File: src/rtl/c8_bank_loader.sv
// Beat-serial writer for the c8 select/priority stage: scatters (bank, lane, bit) beats into two shadow banks, commits atomically on the last beat.
// Optional C8_LOADER_PARITY_EN adds in_par and a parity error bit in out_err[2].
module c8_bank_loader #(
  parameter int LANES     = 8,
  parameter int LANE_W    = 3,
  parameter int MAX_BEATS = 16
) (
  input  logic                 clk,
  input  logic                 rst,
  input  logic                 in_valid,
  output logic                 in_ready,
  input  logic                 in_bank,
  input  logic [LANE_W-1:0]    in_lane,
  input  logic                 in_data,
  input  logic                 in_mode,
  input  logic                 in_last,
`ifdef C8_LOADER_PARITY_EN
  input  logic                 in_par,
`endif
  output logic                 out_valid,
  input  logic                 out_ready,
  output logic [LANES-1:0]     out_bank_a,
  output logic [LANES-1:0]     out_bank_b,
  output logic                 out_mode,
  output logic [2*LANES-1:0]   out_wmask,
`ifdef C8_LOADER_PARITY_EN
  output logic [2:0]           out_err
`else
  output logic [1:0]           out_err
`endif
);

`ifdef C8_LOADER_PARITY_EN
  localparam int ERR_W = 3;
`else
  localparam int ERR_W = 2;
`endif
  localparam int CNT_W = $clog2(MAX_BEATS + 1);
  localparam logic [LANE_W:0] LANES_C = (LANE_W + 1)'(LANES);
  localparam logic [CNT_W-1:0] MAX_C  = CNT_W'(MAX_BEATS);

  typedef enum logic [1:0] {IDLE, FILL, HOLD} state_t;

  state_t             state_q, state_d;
  logic [LANES-1:0]   shadow_a_q, shadow_a_d, shadow_b_q, shadow_b_d;
  logic [LANES-1:0]   wm_a_q, wm_a_d, wm_b_q, wm_b_d;
  logic [ERR_W-1:0]   err_q, err_d;
  logic [CNT_W-1:0]   cnt_q, cnt_d;
  logic [LANES-1:0]   com_a_q, com_a_d, com_b_q, com_b_d;
  logic [LANES-1:0]   com_wm_a_q, com_wm_a_d, com_wm_b_q, com_wm_b_d;
  logic [ERR_W-1:0]   com_err_q, com_err_d;
  logic               com_mode_q, com_mode_d;

  logic accept, commit, lane_ok, ovf, par_ok, do_write;

  always_ff @(posedge clk) begin
    if (rst) begin
      state_q    <= IDLE;
      shadow_a_q <= '0;
      shadow_b_q <= '0;
      wm_a_q     <= '0;
      wm_b_q     <= '0;
      err_q      <= '0;
      cnt_q      <= '0;
      com_a_q    <= '0;
      com_b_q    <= '0;
      com_wm_a_q <= '0;
      com_wm_b_q <= '0;
      com_err_q  <= '0;
      com_mode_q <= 1'b0;
    end else begin
      state_q    <= state_d;
      shadow_a_q <= shadow_a_d;
      shadow_b_q <= shadow_b_d;
      wm_a_q     <= wm_a_d;
      wm_b_q     <= wm_b_d;
      err_q      <= err_d;
      cnt_q      <= cnt_d;
      com_a_q    <= com_a_d;
      com_b_q    <= com_b_d;
      com_wm_a_q <= com_wm_a_d;
      com_wm_b_q <= com_wm_b_d;
      com_err_q  <= com_err_d;
      com_mode_q <= com_mode_d;
    end
  end

  always_comb begin
    state_d = state_q;
    case (state_q)
      IDLE:    if (accept) state_d = in_last ? HOLD : FILL;
      FILL:    if (commit) state_d = HOLD;
      HOLD:    if (out_ready) state_d = IDLE;
      default: state_d = IDLE;
    endcase
  end

  always_comb begin
    in_ready   = (state_q != HOLD);
    out_valid  = (state_q == HOLD);
    out_bank_a = com_a_q;
    out_bank_b = com_b_q;
    out_mode   = com_mode_q;
    out_wmask  = {com_wm_b_q, com_wm_a_q};
    out_err    = com_err_q;
  end

  // Datapath: shadow write, per-frame mask/err accumulation and commit.
  always_comb begin
    accept  = in_valid & in_ready;
    commit  = accept & in_last;
    lane_ok = ({1'b0, in_lane} < LANES_C);
    ovf     = (cnt_q == MAX_C);
`ifdef C8_LOADER_PARITY_EN
    par_ok  = (in_par == ^{in_bank, in_lane, in_data, in_mode, in_last});
`else
    par_ok  = 1'b1;
`endif
    do_write = accept & lane_ok & ~ovf & par_ok;

    shadow_a_d = shadow_a_q;
    shadow_b_d = shadow_b_q;
    // Mask and status belong to the current frame only; IDLE means a new frame starts.
    wm_a_d = (state_q == IDLE) ? '0 : wm_a_q;
    wm_b_d = (state_q == IDLE) ? '0 : wm_b_q;
    err_d  = (state_q == IDLE) ? '0 : err_q;
    cnt_d  = cnt_q;

    if (do_write) begin
      if (in_bank) begin
        shadow_b_d[in_lane] = in_data;
        wm_b_d[in_lane]     = 1'b1;
      end else begin
        shadow_a_d[in_lane] = in_data;
        wm_a_d[in_lane]     = 1'b1;
      end
    end
    if (accept) begin
      err_d[0] = err_d[0] | ~lane_ok;
      err_d[1] = err_d[1] | ovf;
`ifdef C8_LOADER_PARITY_EN
      err_d[2] = err_d[2] | ~par_ok;
`endif
      if (!ovf) cnt_d = cnt_q + CNT_W'(1);
    end
    if (commit) cnt_d = '0;

    com_a_d    = com_a_q;
    com_b_d    = com_b_q;
    com_wm_a_d = com_wm_a_q;
    com_wm_b_d = com_wm_b_q;
    com_err_d  = com_err_q;
    com_mode_d = com_mode_q;
    if (commit) begin
      com_a_d    = shadow_a_d;
      com_b_d    = shadow_b_d;
      com_wm_a_d = wm_a_d;
      com_wm_b_d = wm_b_d;
      com_err_d  = err_d;
      com_mode_d = in_mode;
    end
  end

endmodule

File: config.mk
export PLATFORM = sky130hd
export DESIGN_NAME = c8_bank_loader
export DESIGN_NICKNAME = d
export VERILOG_FILES = /design/src/rtl/c8_bank_loader.sv
export SDC_FILE = /design/constraint.sdc
export NUM_CORES = 1
export LEC_CHECK = 0
export ABC_CLOCK_PERIOD_IN_PS = 1650
export BUFFER_PORTS_ARGS = -buffer_cell sky130_fd_sc_hd__clkbuf_2
export CELL_PAD_IN_SITES_DETAIL_PLACEMENT = 1
export CELL_PAD_IN_SITES_GLOBAL_PLACEMENT = 1
export CORE_MARGIN = 4
export CORE_UTILIZATION = 38
export DETAILED_ROUTE_END_ITERATION = 8
export GPL_TIMING_DRIVEN = 0
export PLACE_DENSITY_LB_ADDON = 0.1
export SLEW_MARGIN = 0
export SYNTH_ARGS = -nofsm -noshare
export SYNTH_HDL_FRONTEND = slang
export SYNTH_SLANG_ARGS = --single-unit
File: constraint.sdc
create_clock -name clk -period 1.65 [get_ports clk]
set_input_delay 0.0825 -clock clk [delete_from_list [all_inputs] [get_ports clk]]
set_output_delay 0.0825 -clock clk [all_outputs]
set_load 0.02 [all_outputs]
==> out/qor.yml <==
fp.dieH_um: 97.5
maxCapViolations: 0
num_antenna_cells: 0
p_sw_uw: 1180
hold_slack_ps: 19.5
drv_slew: 0
synth_cells: 327
path_class: "reg2reg"
synthArstFlopShare: 0
worstHoldEndpoint: "state_q[1]"
root_buffer: "clkbuf_8"
leakagePower_uw: 0.00162
holdPathStages: 3
worst_pin_slew_ps: 661
ys.flop_type: "dfxtp_1"
clk_path_buf_depth: 2
max-vdd-ir-drop_mv: 0.436
final_common_cell: "dfxtp_1"
critPathLaunchType: "flip-flop"
gr-usage-all-layers: 0.181
r2r-end: "out_bank_b[2]"
p_int_uw: 2700
cts_tree: "yes"
n_fill_cell: 921
synth.distinct_cells: 46
viasPerCell: 5.33
rsz0062_at_grt: "yes"
htreeDepth: 3
preCtsSetupSlack_ps: -299
fp-row-count: 32
initial_core_util: 0.391
arrival_ps: 1990
drtPass1Iterations: 4
synth_edf_count: 0
routed_wl_um: 8770
vias: 2760
postSynthAreaPerCell_um2: 9.30
clock_latency_ps: 350
post-route-min-period_ps: 1780
drive_gt1_frac: 0.438
p_sw_frac: 0.305
critPathRequiredTime_ps: 1860
timing.final.crit_share: 1.08
grt_max_degree: 16
grt.overflow.total: 0
power.density_mw_per_mm2: 945
fin_skew_ps: 11.6
combPwrFrac: 0.154
cts_sinks: 76
finalPower_uw: 3880
setup_viol: 21
grt_pass1_vias: 2722
setup_ws_ps: -127
drc_errors: 0
r2r_setup_slack_ps: -130
yosys_warnings: 0
seq_area_frac_synth: 0.500
path_clk_slew_ps: 80
hpwl_um: 5860
areaGrowthSynthToFinish_pct: 35.3
die_w_um: 97.5
power_frac_clock: 0.346
reg2reg_depth: 7
slew_headroom: 0.559
io_buffers: 45
power_frac_seq: 0.500
reg2reg_from: "cnt_q[0]"
ys_ff_latch: 76
antenna_found_initial: 0
hold_start: "out_ready"
avgRoutedWirePerCell_um: 16.9
finish.utilization: 0.529
fin_tns_setup_ps: -1390
violations: "negative setup slack"
critPathCaptureType: "flip-flop"
grt_pass1_wl_um: 13800
antenna_left: 0
status: "complete, but fails checks"
hp-class: "in2reg"
nets: 424
dieArea_mm2: 0.00950
drtIter0Drc: 64
ios: 48
max_freq_mhz: 563
gp_congestion: 0.773
path_max_fanout: 7
finalHoldViolations: 0
syn_nets: 340
layout_common_cells: "72 x dfxtp_1, 46 x clkbuf_2, 44 x nor2_1"
numCtsBuffers: 9
syn_area_mm2: 0.00304
core-area_mm2: 0.00777
[how the worst max path moves through the flow]
stage / to / slack (ps) / start
3_5_place_dp: out_bank_a[3] / -300 / cnt_q[1]
5_1_grt: com_wm_a_q[0] / -200 / cnt_q[0]
2_1_floorplan: out_bank_b[2] / -20 / cnt_q[0]
6_report: out_bank_b[2] / -130 / cnt_q[0]
3_3_place_gp: out_bank_b[1] / -250 / cnt_q[0]
4_1_cts: out_bank_b[0] / -80 / cnt_q[0]
[critical path: stages (launching register included)]
cell and delay, ps:
dfxtp_2 350, inv_2 50, ha_4 150, nor4bb_4 180
buf_4 160, or4b_4 500, o21ai_2 160, a311oi_2 110
[logic make-up (layout without fill, tap and decap cells)]
family          after synthesis  count (layout)  share of synthesized area
simple gates                128             128                      0.219
compound gates               86              86                      0.205
flops                        76              76                      0.500
buf+inv                      30             119                     0.0531
xor+xnor                      3               3                    0.00864
fa+ha+maj                     2               2                    0.00823
mux                           2               2                    0.00658
[flip-flops by register name, indices dropped and copies added (netlist names), 2 cells and up]
register    cells
state_q         2
wm_a_q          8
wm_b_q          8
err_q           2
out_bank_b      8
shadow_b_q      8
com_wm_b_q      8
cnt_q           5
out_bank_a      8
com_wm_a_q      8
shadow_a_q      8
out_err         2
[area by class of cell]
cell class | instances | area, µm² | share of cell area
tap | 102 | 128 | 0.0310
clock inverter | 7 | 57.6 | 0.0140
clock buffer | 9 | 124 | 0.0301
multi-input combinational | 221 | 1640 | 0.400
sequential | 76 | 1530 | 0.371
inverter | 4 | 17.5 | 0.00426
buffer | 25 | 150 | 0.0365
timing repair buffer | 74 | 465 | 0.113
[synth_stat cells, types with 2 or more instances]
| cell type | n | area share |
|---|---|---|
| dfxtp_1 | 76 | 0.50 |
| nand2_1 | 48 | 0.059 |
| nor2_1 | 44 | 0.054 |
| a21oi_1 | 31 | 0.051 |
| a311oi_1 | 28 | 0.081 |
| o21ai_2 | 11 | 0.032 |
| buf_2 | 10 | 0.016 |
| clkbuf_1 | 9 | 0.011 |
| o21ai_0 | 6 | 0.0099 |
| buf_6 | 4 | 0.015 |
| nand3_1 | 4 | 0.0066 |
| inv_1 | 3 | 0.0037 |
| o22a_1 | 3 | 0.0086 |
| or3_1 | 3 | 0.0062 |
| a211oi_1 | 2 | 0.0049 |
| a22oi_1 | 2 | 0.0049 |
| a311oi_2 | 2 | 0.0099 |
| and3_1 | 2 | 0.0041 |
| and4b_1 | 2 | 0.0066 |
| buf_1 | 2 | 0.0025 |
| ha_1 | 2 | 0.0082 |
| mux2i_1 | 2 | 0.0066 |
| nand4_1 | 2 | 0.0041 |
| nand4b_1 | 2 | 0.0058 |
| nor3_1 | 2 | 0.0033 |
| nor4b_2 | 2 | 0.0099 |
| or2_2 | 2 | 0.0041 |
| or4b_4 | 2 | 0.0091 |
| xnor2_1 | 2 | 0.0058 |
[timing repair]
item | in CTS | in global routing
gates resized for setup | 20 | 55
endpoints found under the hold margin | 1 | 0
endpoints found under the setup margin | 40 | 54
gates cloned | 0 | 0
hold buffers | 1 | 0
buffers inserted | 16 | 14
pin swaps | 15 | 26
[metrics by stage]
| stage | instance area [µm²] | instances |
|---|---|---|
| final | 4110 | 518 |
| after global routing | 4110 | 518 |
| after CTS | 3800 | 504 |
| after detailed placement | 3420 | 474 |
| after global placement | 3420 | 474 |
| after floorplan | 3070 | 327 |
[metal layers]
metal,wire [µm],up-vias,track usage
li1,-,1341,-
met4,90,0,0.0543
met1,4060,1367,0.241
met2,4370,44,0.297
met3,248,8,0.0345
met5,0,-,0
[power by group through the flow]
stage	registers (µW)	clock network (µW)	logic [µW]
2_1_floorplan	2050	0	261
3_3_place_gp	1980	0	485
3_5_place_dp	1990	0	489
4_1_cts	1940	1390	530
5_1_grt	1950	1490	646
6_report	1940	1340	599
No activity file was read; power rests on OpenSTA's default activity.
